File: config.mk
export PLATFORM = sky130hd
export DESIGN_NAME = tnn_serial_neuron
export DESIGN_NICKNAME = d
export VERILOG_FILES = /design/src/rtl/tnn_serial_neuron.sv
export SDC_FILE = /design/constraint.sdc
export NUM_CORES = 1
export LEC_CHECK = 0
export CORE_MARGIN = 10
export CORE_UTILIZATION = 49
export CTS_CLUSTER_SIZE = 20
export DETAILED_ROUTE_END_ITERATION = 12
export GPL_TIMING_DRIVEN = 0
export PLACE_DENSITY = 0.84
export SYNTH_ARGS = -nofsm -noshare
export SYNTH_HDL_FRONTEND = slang
export SYNTH_SLANG_ARGS = --single-unit
export TNS_END_PERCENT = 50
File: constraint.sdc
create_clock -name clk -period 3.9 [get_ports clk]
set_input_delay 0.975 -clock clk [delete_from_list [all_inputs] [get_ports clk]]
set_output_delay 0.975 -clock clk [all_outputs]
set_load 0.01 [all_outputs]
File: src/rtl/tnn_serial_neuron.sv
// Time-multiplexed threshold neuron: folds N_IN unsigned activations, LANES per cycle,
// into a signed margin (pos - neg - THRESH) and emits margin > 0 over valid/ready.
module tnn_serial_neuron #(
    parameter int              N_IN     = 8,
    parameter int              IN_W     = 2,
    parameter int              LANES    = 2,
    parameter logic [N_IN-1:0] POS_MASK = 8'b1000_1001,
    parameter int              THRESH   = 0,
    parameter int              MARGIN_W = 8
) (
    input  logic                   clk,
    input  logic                   rst_n,
    input  logic                   in_valid,
    output logic                   in_ready,
    input  logic [N_IN*IN_W-1:0]   in_data,
    output logic                   out_valid,
    input  logic                   out_ready,
    output logic                   out_bit,
    output logic [MARGIN_W-1:0]    out_margin
);

    localparam int     K       = (N_IN + LANES - 1) / LANES;
    localparam int     IDX_W   = (K > 1) ? $clog2(K) : 1;
    localparam int     ABS_T   = (THRESH < 0) ? -THRESH : THRESH;
    localparam longint MAX_MAG = longint'(N_IN) * ((longint'(1) << IN_W) - 1) + longint'(ABS_T);
    localparam longint LIMIT   = (longint'(1) << (MARGIN_W - 1)) - 1;

    localparam logic [IDX_W-1:0]           IDX_LAST = IDX_W'(K - 1);
    localparam logic signed [MARGIN_W-1:0] ACC_INIT = MARGIN_W'(-THRESH);

    if (MAX_MAG > LIMIT) begin : g_margin_too_narrow
        $error("tnn_serial_neuron: MARGIN_W cannot hold the worst-case margin");
    end
    if (LANES < 1 || LANES > N_IN) begin : g_bad_lanes
        $error("tnn_serial_neuron: LANES must be in 1..N_IN");
    end

    typedef enum logic [1:0] {
        S_IDLE,
        S_ACCUM,
        S_DONE
    } state_t;

    // Signed contribution of one activation; indices past N_IN pad the ragged last group.
    function automatic logic signed [MARGIN_W-1:0] lane_term(
        input logic [N_IN*IN_W-1:0] vec,
        input int                   i
    );
        logic signed [MARGIN_W-1:0] mag;
        logic signed [MARGIN_W-1:0] term;
        term = '0;
        if (i < N_IN) begin
            mag  = MARGIN_W'(vec[i*IN_W +: IN_W]);
            term = POS_MASK[i] ? mag : -mag;
        end
        return term;
    endfunction

    state_t                     state_q, state_d;
    logic signed [MARGIN_W-1:0] acc_q, acc_d;
    logic [IDX_W-1:0]           idx_q, idx_d;
    logic [N_IN*IN_W-1:0]       vec_q, vec_d;
    logic                       out_valid_q, out_valid_d;
    logic                       out_bit_q, out_bit_d;
    logic signed [MARGIN_W-1:0] out_margin_q, out_margin_d;
    logic                       live_q, live_d;

    logic signed [MARGIN_W-1:0] lane_sum;
    logic signed [MARGIN_W-1:0] acc_next;
    logic                       accept;

    always_comb begin
        lane_sum = '0;
        for (int j = 0; j < LANES; j++) begin
            lane_sum = lane_sum + lane_term(vec_q, int'(idx_q) * LANES + j);
        end
        acc_next = acc_q + lane_sum;
    end

    // live_q keeps in_ready low on the reset edge itself; it rises on the first released edge.
    assign in_ready = live_q & ((state_q == S_IDLE) | ((state_q == S_DONE) & out_ready));
    assign accept   = in_valid & in_ready;

    always_comb begin
        state_d      = state_q;
        acc_d        = acc_q;
        idx_d        = idx_q;
        vec_d        = vec_q;
        out_valid_d  = out_valid_q;
        out_bit_d    = out_bit_q;
        out_margin_d = out_margin_q;
        live_d       = 1'b1;

        case (state_q)
            S_IDLE: begin
                if (accept) begin
                    vec_d   = in_data;
                    acc_d   = ACC_INIT;
                    idx_d   = '0;
                    state_d = S_ACCUM;
                end
            end
            S_ACCUM: begin
                acc_d = acc_next;
                idx_d = idx_q + 1'b1;
                if (idx_q == IDX_LAST) begin
                    state_d      = S_DONE;
                    out_margin_d = acc_next;
                    out_bit_d    = (acc_next > 0);
                    out_valid_d  = 1'b1;
                end
            end
            S_DONE: begin
                if (out_ready) begin
                    out_valid_d = 1'b0;
                    if (accept) begin
                        vec_d   = in_data;
                        acc_d   = ACC_INIT;
                        idx_d   = '0;
                        state_d = S_ACCUM;
                    end else begin
                        state_d = S_IDLE;
                    end
                end
            end
            default: state_d = S_IDLE;
        endcase
    end

    always_ff @(posedge clk) begin
        if (!rst_n) begin
            state_q      <= S_IDLE;
            acc_q        <= '0;
            idx_q        <= '0;
            vec_q        <= '0;
            out_valid_q  <= 1'b0;
            out_bit_q    <= 1'b0;
            out_margin_q <= '0;
            live_q       <= 1'b0;
        end else begin
            state_q      <= state_d;
            acc_q        <= acc_d;
            idx_q        <= idx_d;
            vec_q        <= vec_d;
            out_valid_q  <= out_valid_d;
            out_bit_q    <= out_bit_d;
            out_margin_q <= out_margin_d;
            live_q       <= live_d;
        end
    end

    assign out_valid  = out_valid_q;
    assign out_bit    = out_bit_q;
    assign out_margin = out_margin_q;

endmodule

==> metrics.txt, run 1 <==
# TYPE chip_impl_metric gauge
chip_impl_metric{name="post_drt_via_cell_ratio",unit=""} 5.39
chip_impl_metric{name="finalClockSkew",unit="ps"} 6.81
chip_impl_metric{name="grt_start_max_net_pins",unit=""} 12
chip_impl_info{name="hold_class",value="flip-flop to flip-flop"} 1
chip_impl_metric{name="layout-area-overhead-vs-synth",unit="%"} 23.1
chip_impl_metric{name="floorplan.die.width",unit="microns"} 86.0
chip_impl_info{name="start_kind",value="flip-flop"} 1
chip_impl_metric{name="postSynthCellCount",unit=""} 247
chip_impl_metric{name="placedInstanceArea",unit="sq mm"} 0.00250
chip_impl_metric{name="report.final.hold_viol_count",unit=""} 0
chip_impl_metric{name="first_pass_iters",unit=""} 4
chip_impl_metric{name="mappedNetlistArea",unit="sq mm"} 0.00213
chip_impl_metric{name="ctsHtreeMaxLevel",unit=""} 2
chip_impl_metric{name="die-height",unit="microns"} 86.0
chip_impl_metric{name="route.detailed.drc",unit=""} 0
chip_impl_info{name="layout.cells.most_common",value="nand2_1"} 1
chip_impl_metric{name="depth_of_the_most_critical_reg_to_reg_path",unit=""} 13
chip_impl_info{name="final_cell_mix",value="nand2_1 (58), dfxtp_1 (38), a21boi_0 (32)"} 1
chip_impl_metric{name="finalNetCount",unit=""} 326
chip_impl_metric{name="cts_sinks",unit=""} 39
chip_impl_metric{name="finalInstanceArea",unit="sq mm"} 0.00263
chip_impl_metric{name="worst_slew_pin_slew",unit="ps"} 612
chip_impl_metric{name="synth-warning-count",unit=""} 0
chip_impl_metric{name="finalPower",unit="mW"} 0.885
chip_impl_info{name="run_status",value="finished clean"} 1
chip_impl_info{name="worst_setup_path_end_kind",value="flip-flop"} 1
chip_impl_metric{name="syn-mean-instance-area",unit="sq um"} 8.64
chip_impl_metric{name="place.gp.congestion",unit=""} 0.911
chip_impl_metric{name="io_buffer_count",unit=""} 30
chip_impl_metric{name="max_clock_freq",unit="MHz"} 266
chip_impl_metric{name="hold_path_depth",unit=""} 2
chip_impl_metric{name="setup_viol",unit=""} 0
chip_impl_metric{name="initial_utilization",unit="%"} 51.8
chip_impl_metric{name="dp.final_hpwl",unit="microns"} 3660
chip_impl_metric{name="worst_hold_slack",unit="ps"} 465
chip_impl_metric{name="iteration_0_drc_markers",unit=""} 133
chip_impl_metric{name="worst-path-max-fanout",unit=""} 7
chip_impl_metric{name="data_arrival_time_of_the_critical_path",unit="ps"} 3950
chip_impl_metric{name="ys_ff_latch",unit=""} 39
chip_impl_metric{name="p_leak",unit="nW"} 1.08
chip_impl_metric{name="slew_headroom",unit="%"} 59.1
chip_impl_metric{name="synth_nets",unit=""} 285
chip_impl_metric{name="post_detailed_routing_wire_length",unit="microns"} 5050
chip_impl_metric{name="vias_in_the_first_global_route",unit=""} 1907
chip_impl_metric{name="synth_sequential_area_ratio",unit="%"} 36.6
chip_impl_metric{name="path_clk_slew",unit="ps"} 80
chip_impl_metric{name="power.density_cell_area",unit="mW/mm^2"} 337
chip_impl_metric{name="period_share",unit="%"} 96.6
chip_impl_metric{name="final-max-slew-violation-count",unit=""} 0
chip_impl_info{name="tritoncts_clock_tree",value="done"} 1
chip_impl_metric{name="worst-endpoint-required",unit="ps"} 4090
chip_impl_metric{name="max_cap_viol_count",unit=""} 0
chip_impl_metric{name="vdd.ir_drop.worst",unit="V"} 0.000287
chip_impl_metric{name="fin_crit",unit="ps"} 3770
chip_impl_metric{name="grt_pass1_wl",unit="microns"} 8600
chip_impl_metric{name="cts_buffer_depth",unit=""} 2
chip_impl_metric{name="clk_latency",unit="ps"} 290
chip_impl_metric{name="grt_use_total",unit="%"} 14.0
chip_impl_metric{name="fillerInstances",unit=""} 347
chip_impl_metric{name="antenna_cells",unit=""} 0
chip_impl_info{name="crit_type",value="flip-flop to flip-flop"} 1
chip_impl_info{name="clock_root_cell",value="clkbuf_8"} 1
chip_impl_metric{name="std_cell_rows",unit=""} 23
chip_impl_metric{name="routed-via-count",unit=""} 1818
chip_impl_metric{name="grt_antenna_before_repair",unit=""} 0
chip_impl_metric{name="final_layout_size_suffix_gt1_share",unit="%"} 9.06
chip_impl_metric{name="ioPinCount",unit=""} 31
chip_impl_metric{name="wire_per_inst",unit="microns"} 15.0
chip_impl_metric{name="routed_antenna_nets",unit=""} 0
chip_impl_metric{name="numCtsBuffers",unit=""} 5
chip_impl_metric{name="ctsHoldBuffers",unit=""} 0
chip_impl_metric{name="synth_cell_type_count",unit=""} 30
chip_impl_metric{name="core_area",unit="sq mm"} 0.00412
chip_impl_metric{name="globalRoute.totalOverflow",unit=""} 0
chip_impl_metric{name="die_area",unit="sq mm"} 0.00739
[layer usage]
layer / up-vias / track usage, % / wire length [microns]
met5: - / 0 / 0
li1: 907 / - / -
met4: 0 / 4.19 / 85
met1: 868 / 15.5 / 2220
met3: 8 / 4.54 / 241
met2: 35 / 24.6 / 2510
[sequential cells by signal, summed over array words and instances, names as in the netlist]
register    cells
idx_q           2
live_q          1
out_margin      8
vec_q          16
state_q         2
out_bit         1
acc_q           8
out_valid       1
[synthesized netlist by cell type]
| master | instances | area share, % |
|---|---|---|
| fa_1 | 3 | 2.8 |
| nand2b_1 | 1 | 0.29 |
| xor2_1 | 5 | 2.1 |
| o21bai_1 | 1 | 0.35 |
| or4_1 | 1 | 0.35 |
| a21boi_0 | 32 | 11 |
| nor2_1 | 10 | 1.8 |
| nand2_1 | 58 | 10 |
| nand3_1 | 10 | 2.3 |
| o21a_1 | 1 | 0.35 |
| nor2_4 | 1 | 0.53 |
| o31ai_1 | 1 | 0.35 |
| and2_1 | 5 | 1.5 |
| mux4_2 | 4 | 4.2 |
| inv_1 | 14 | 2.5 |
| o22ai_1 | 1 | 0.29 |
| mux2i_1 | 3 | 1.4 |
| o311a_1 | 1 | 0.47 |
| a21o_1 | 5 | 1.8 |
| buf_2 | 5 | 1.2 |
| a21oi_1 | 4 | 0.94 |
| dfxtp_1 | 39 | 37 |
| o211a_1 | 1 | 0.47 |
| nor2b_1 | 2 | 0.59 |
| ha_1 | 15 | 8.8 |
| a211oi_1 | 2 | 0.70 |
| a21oi_2 | 1 | 0.41 |
| clkbuf_1 | 7 | 1.2 |
| xnor2_1 | 6 | 2.5 |
| o21ai_0 | 8 | 1.9 |
[area by class of cell]
class                   count  area, sq um  area share (%)
clock buffers               5         68.8            2.62
clock inverters             1         7.51           0.286
plain buffers              12         57.6            2.19
multi-input cells         182         1260            48.2
well taps                  50         62.6            2.38
repair buffers             34          330            12.6
inverters                  14         52.6            2.00
flip-flops and latches     39          782            29.8
[critical path: stages (launching register included)]
cell     delay [ps]
dfxtp_2         350
buf_6           140
mux4_2          520
inv_1            90
ha_1            240
mux2i_2         240
fa_1            440
inv_1            70
ha_2            180
inv_1            50
fa_2            360
xnor2_1         180
or4_1           490
o311a_1         290
[metrics by stage]
| stage | setup WS (ps) | utilization [%] | setup TNS [ps] | cells |
|---|---|---|---|---|
| 2_1_floorplan | 277 | - | 0 | 247 |
| 3_3_place_gp | 71.4 | 60.7 | 0 | 327 |
| 3_5_place_dp | -11.2 | 60.7 | -11.2 | 327 |
| 4_1_cts | 28.0 | 62.7 | 0 | 333 |
| 5_1_grt | -23.6 | 63.8 | -33.4 | 337 |
| 6_report | 134 | 63.8 | 0 | 337 |
[what timing repair did]
item	CTS	global route
pin swaps	0	2
setup endpoints to repair	1	5
resized for setup	2	6
buffers inserted	0	4
[power by group]
group / switching (mW) / internal, mW / leakage [nW]
clock: 0.138 / 0.119 / 0.0361
sequential: 0.0120 / 0.415 / 0.317
combinational: 0.108 / 0.0939 / 0.724
[cells by family (layout without fill, tap and decap cells)]
| kind of cell | Yosys count | after routing | share of synthesized area (%) |
|---|---|---|---|
| flops | 39 | 39 | 36.6 |
| xor+xnor | 11 | 11 | 4.52 |
| compound gates | 58 | 58 | 19.2 |
| fa+ha+maj | 18 | 18 | 11.6 |
| buf+inv | 26 | 66 | 4.87 |
| mux | 7 | 7 | 5.63 |
| simple gates | 88 | 88 | 17.5 |
[worst paths after layout]
path                          from  slack (ps)                     to
min reg2reg  vec_q[8]$_SDFFE_PN0P_         470  vec_q[8]$_SDFFE_PN0P_
min          vec_q[8]$_SDFFE_PN0P_         470  vec_q[8]$_SDFFE_PN0P_
max reg2reg  idx_q[0]$_SDFFE_PN0P_         130   out_bit$_SDFFE_PN0P_
max          idx_q[0]$_SDFFE_PN0P_         130   out_bit$_SDFFE_PN0P_
No activity file was read; power rests on OpenSTA's default activity.
==> inputs of run 2 (changes only) <==
--- a/config.mk
+++ b/config.mk
@@ -11,6 +11,7 @@
 export DETAILED_ROUTE_END_ITERATION = 12
 export GPL_TIMING_DRIVEN = 0
 export PLACE_DENSITY = 0.84
+export SKIP_CTS_REPAIR_TIMING = 1
 export SYNTH_ARGS = -nofsm -noshare
 export SYNTH_HDL_FRONTEND = slang
 export SYNTH_SLANG_ARGS = --single-unit
==> run 2 against run 1 <==
Combinational power barely moved. Register-to-register slack got worse by 20 ps. Critical path depth did not move. First-iteration DRC count fell by 2.3%. Critical path type unchanged. Critical endpoint unchanged. Largest power group unchanged. Highest routed layer unchanged.
==> metrics.txt, run 2 (same netlist as run 1, synthesis figures left out) <==
# TYPE chip_impl_metric gauge
chip_impl_metric{name="largest_register_ffs",unit=""} 16
chip_impl_metric{name="io_buffer_count",unit=""} 30
chip_impl_info{name="tritoncts_clock_tree",value="done"} 1
chip_impl_metric{name="routed-via-count",unit=""} 1833
chip_impl_metric{name="ctsHtreeMaxLevel",unit=""} 2
chip_impl_metric{name="finalNetCount",unit=""} 325
chip_impl_metric{name="p_leak",unit="nW"} 1.07
chip_impl_metric{name="route.detailed.drc",unit=""} 0
chip_impl_metric{name="worst_slew_pin_slew",unit="ps"} 618
chip_impl_metric{name="finalPower",unit="mW"} 0.882
chip_impl_metric{name="max_clock_freq",unit="MHz"} 264
chip_impl_metric{name="core_area",unit="sq mm"} 0.00412
chip_impl_metric{name="antenna_cells",unit=""} 0
chip_impl_metric{name="setup_viol",unit=""} 0
chip_impl_info{name="layout.cells.most_common",value="nand2_1"} 1
chip_impl_metric{name="fin_cells",unit=""} 336
chip_impl_metric{name="post_detailed_routing_wire_length",unit="microns"} 5020
chip_impl_metric{name="finalClockSkew",unit="ps"} 7.25
chip_impl_metric{name="worst-endpoint-required",unit="ps"} 4080
chip_impl_metric{name="placed_cells_incl_taps",unit=""} 327
chip_impl_info{name="start_kind",value="flip-flop"} 1
chip_impl_metric{name="vdd.ir_drop.worst",unit="V"} 0.000285
chip_impl_info{name="final_cell_mix",value="nand2_1 (58), dfxtp_1 (38), a21boi_0 (32)"} 1
chip_impl_metric{name="max_cap_viol_count",unit=""} 0
chip_impl_info{name="run_status",value="finished clean"} 1
chip_impl_metric{name="routed_antenna_nets",unit=""} 0
chip_impl_metric{name="die-height",unit="microns"} 86.0
chip_impl_metric{name="final-max-slew-violation-count",unit=""} 0
chip_impl_metric{name="globalRoute.totalOverflow",unit=""} 0
chip_impl_metric{name="grt_use_total",unit="%"} 13.9
chip_impl_info{name="largest_register",value="vec_q"} 1
chip_impl_metric{name="period_share",unit="%"} 97.0
chip_impl_metric{name="grt_start_max_net_pins",unit=""} 12
chip_impl_metric{name="regToRegSetupSlack",unit="ps"} 120
chip_impl_metric{name="numCtsBuffers",unit=""} 5
chip_impl_info{name="clock_root_cell",value="clkbuf_8"} 1
chip_impl_metric{name="power.density_cell_area",unit="mW/mm^2"} 337
chip_impl_metric{name="path_clk_slew",unit="ps"} 80
chip_impl_metric{name="fillerInstances",unit=""} 349
chip_impl_info{name="hold_class",value="flip-flop to flip-flop"} 1
chip_impl_metric{name="place.gp.congestion",unit=""} 0.911
chip_impl_info{name="worst_setup_path_end_kind",value="flip-flop"} 1
chip_impl_metric{name="ioPinCount",unit=""} 31
chip_impl_metric{name="layout-area-overhead-vs-synth",unit="%"} 22.8
chip_impl_metric{name="clk_latency",unit="ps"} 290
chip_impl_metric{name="dp.final_hpwl",unit="microns"} 3660
chip_impl_metric{name="final_layout_size_suffix_gt1_share",unit="%"} 8.74
chip_impl_metric{name="iteration_0_drc_markers",unit=""} 130
chip_impl_metric{name="first_pass_iters",unit=""} 4
chip_impl_info{name="crit_type",value="flip-flop to flip-flop"} 1
chip_impl_metric{name="slew_headroom",unit="%"} 58.6
chip_impl_metric{name="post_drt_via_cell_ratio",unit=""} 5.46
chip_impl_metric{name="fin_crit",unit="ps"} 3780
chip_impl_metric{name="wire_per_inst",unit="microns"} 14.9
chip_impl_metric{name="cts_buffer_depth",unit=""} 2
chip_impl_metric{name="floorplan.die.width",unit="microns"} 86.0
chip_impl_metric{name="worst-path-max-fanout",unit=""} 7
chip_impl_metric{name="report.final.hold_viol_count",unit=""} 0
chip_impl_metric{name="die_area",unit="sq mm"} 0.00739
chip_impl_metric{name="setup_tns",unit="ps"} 0
chip_impl_metric{name="data_arrival_time_of_the_critical_path",unit="ps"} 3970
chip_impl_metric{name="cts_sinks",unit=""} 39
chip_impl_metric{name="vias_in_the_first_global_route",unit=""} 1911
chip_impl_metric{name="grt_antenna_before_repair",unit=""} 0
chip_impl_metric{name="initial_utilization",unit="%"} 51.8
chip_impl_metric{name="grt_pass1_wl",unit="microns"} 8560
chip_impl_metric{name="std_cell_rows",unit=""} 23
[run 2: cell types whose count changed in the layout (fill, tap and decap cells not counted)]
cell / previous run / this run
buf_4: 4 / 3
[run 2: cell type report]
cell class                 count  area [sq um]  area share [%]
timing repair buffer          33           323            12.3
clock inverter                 1          7.51           0.287
multi-input combinational    182          1260            48.3
tap                           50          62.6            2.39
buffer                        12          57.6            2.20
sequential                    39           782            29.9
clock buffer                   5          68.8            2.63
inverter                      14          52.6            2.01
[run 2: worst max-delay path, stage by stage, from the launching register on]
cell and delay (ps):
dfxtp_2 360, buf_6 150, mux4_2 530, inv_1 90, ha_1 240, mux2i_2 230
fa_1 440, inv_1 70, ha_2 180, inv_1 50, fa_2 360, xnor2_1 180
or4_1 490, o311a_1 290
[run 2: per-stage QoR]
| stage | util [%] | cell area [sq um] | setup WS (ps) | hold WS, ps |
|---|---|---|---|---|
| 4_1_cts | 62.5 | 2570 | -77.1 | 468 |
| 3_3_place_gp | 60.7 | 2500 | 71.4 | 450 |
| 5_1_grt | 63.6 | 2620 | -26.8 | 487 |
| 2_1_floorplan | - | 2130 | 277 | 440 |
| 6_report | 63.6 | 2620 | 115 | 465 |
| 3_5_place_dp | 60.7 | 2500 | -11.2 | 458 |
[run 2: routing by layer]
metal,vias up,share of wire [%],global-route usage (%)
met3,14,4.4,4.54
met5,-,0,0
met2,40,49,24.5
li1,905,-,-
met4,0,1.9,4.34
met1,874,44,15.4
[run 2: power by group]
part           internal [mW]  total [mW]  switching [mW]
Clock                  0.119       0.254           0.136
Combinational         0.0930       0.201           0.108
Sequential             0.415       0.427          0.0120
[run 2: worst paths after layout]
path | start | end | cells past startpoint
worst max register to register | idx_q[0]$_SDFFE_PN0P_ | out_bit$_SDFFE_PN0P_ | 13
worst max-delay path | idx_q[0]$_SDFFE_PN0P_ | out_bit$_SDFFE_PN0P_ | 13
worst min-delay path | vec_q[8]$_SDFFE_PN0P_ | vec_q[8]$_SDFFE_PN0P_ | 2
worst min register to register | vec_q[8]$_SDFFE_PN0P_ | vec_q[8]$_SDFFE_PN0P_ | 2
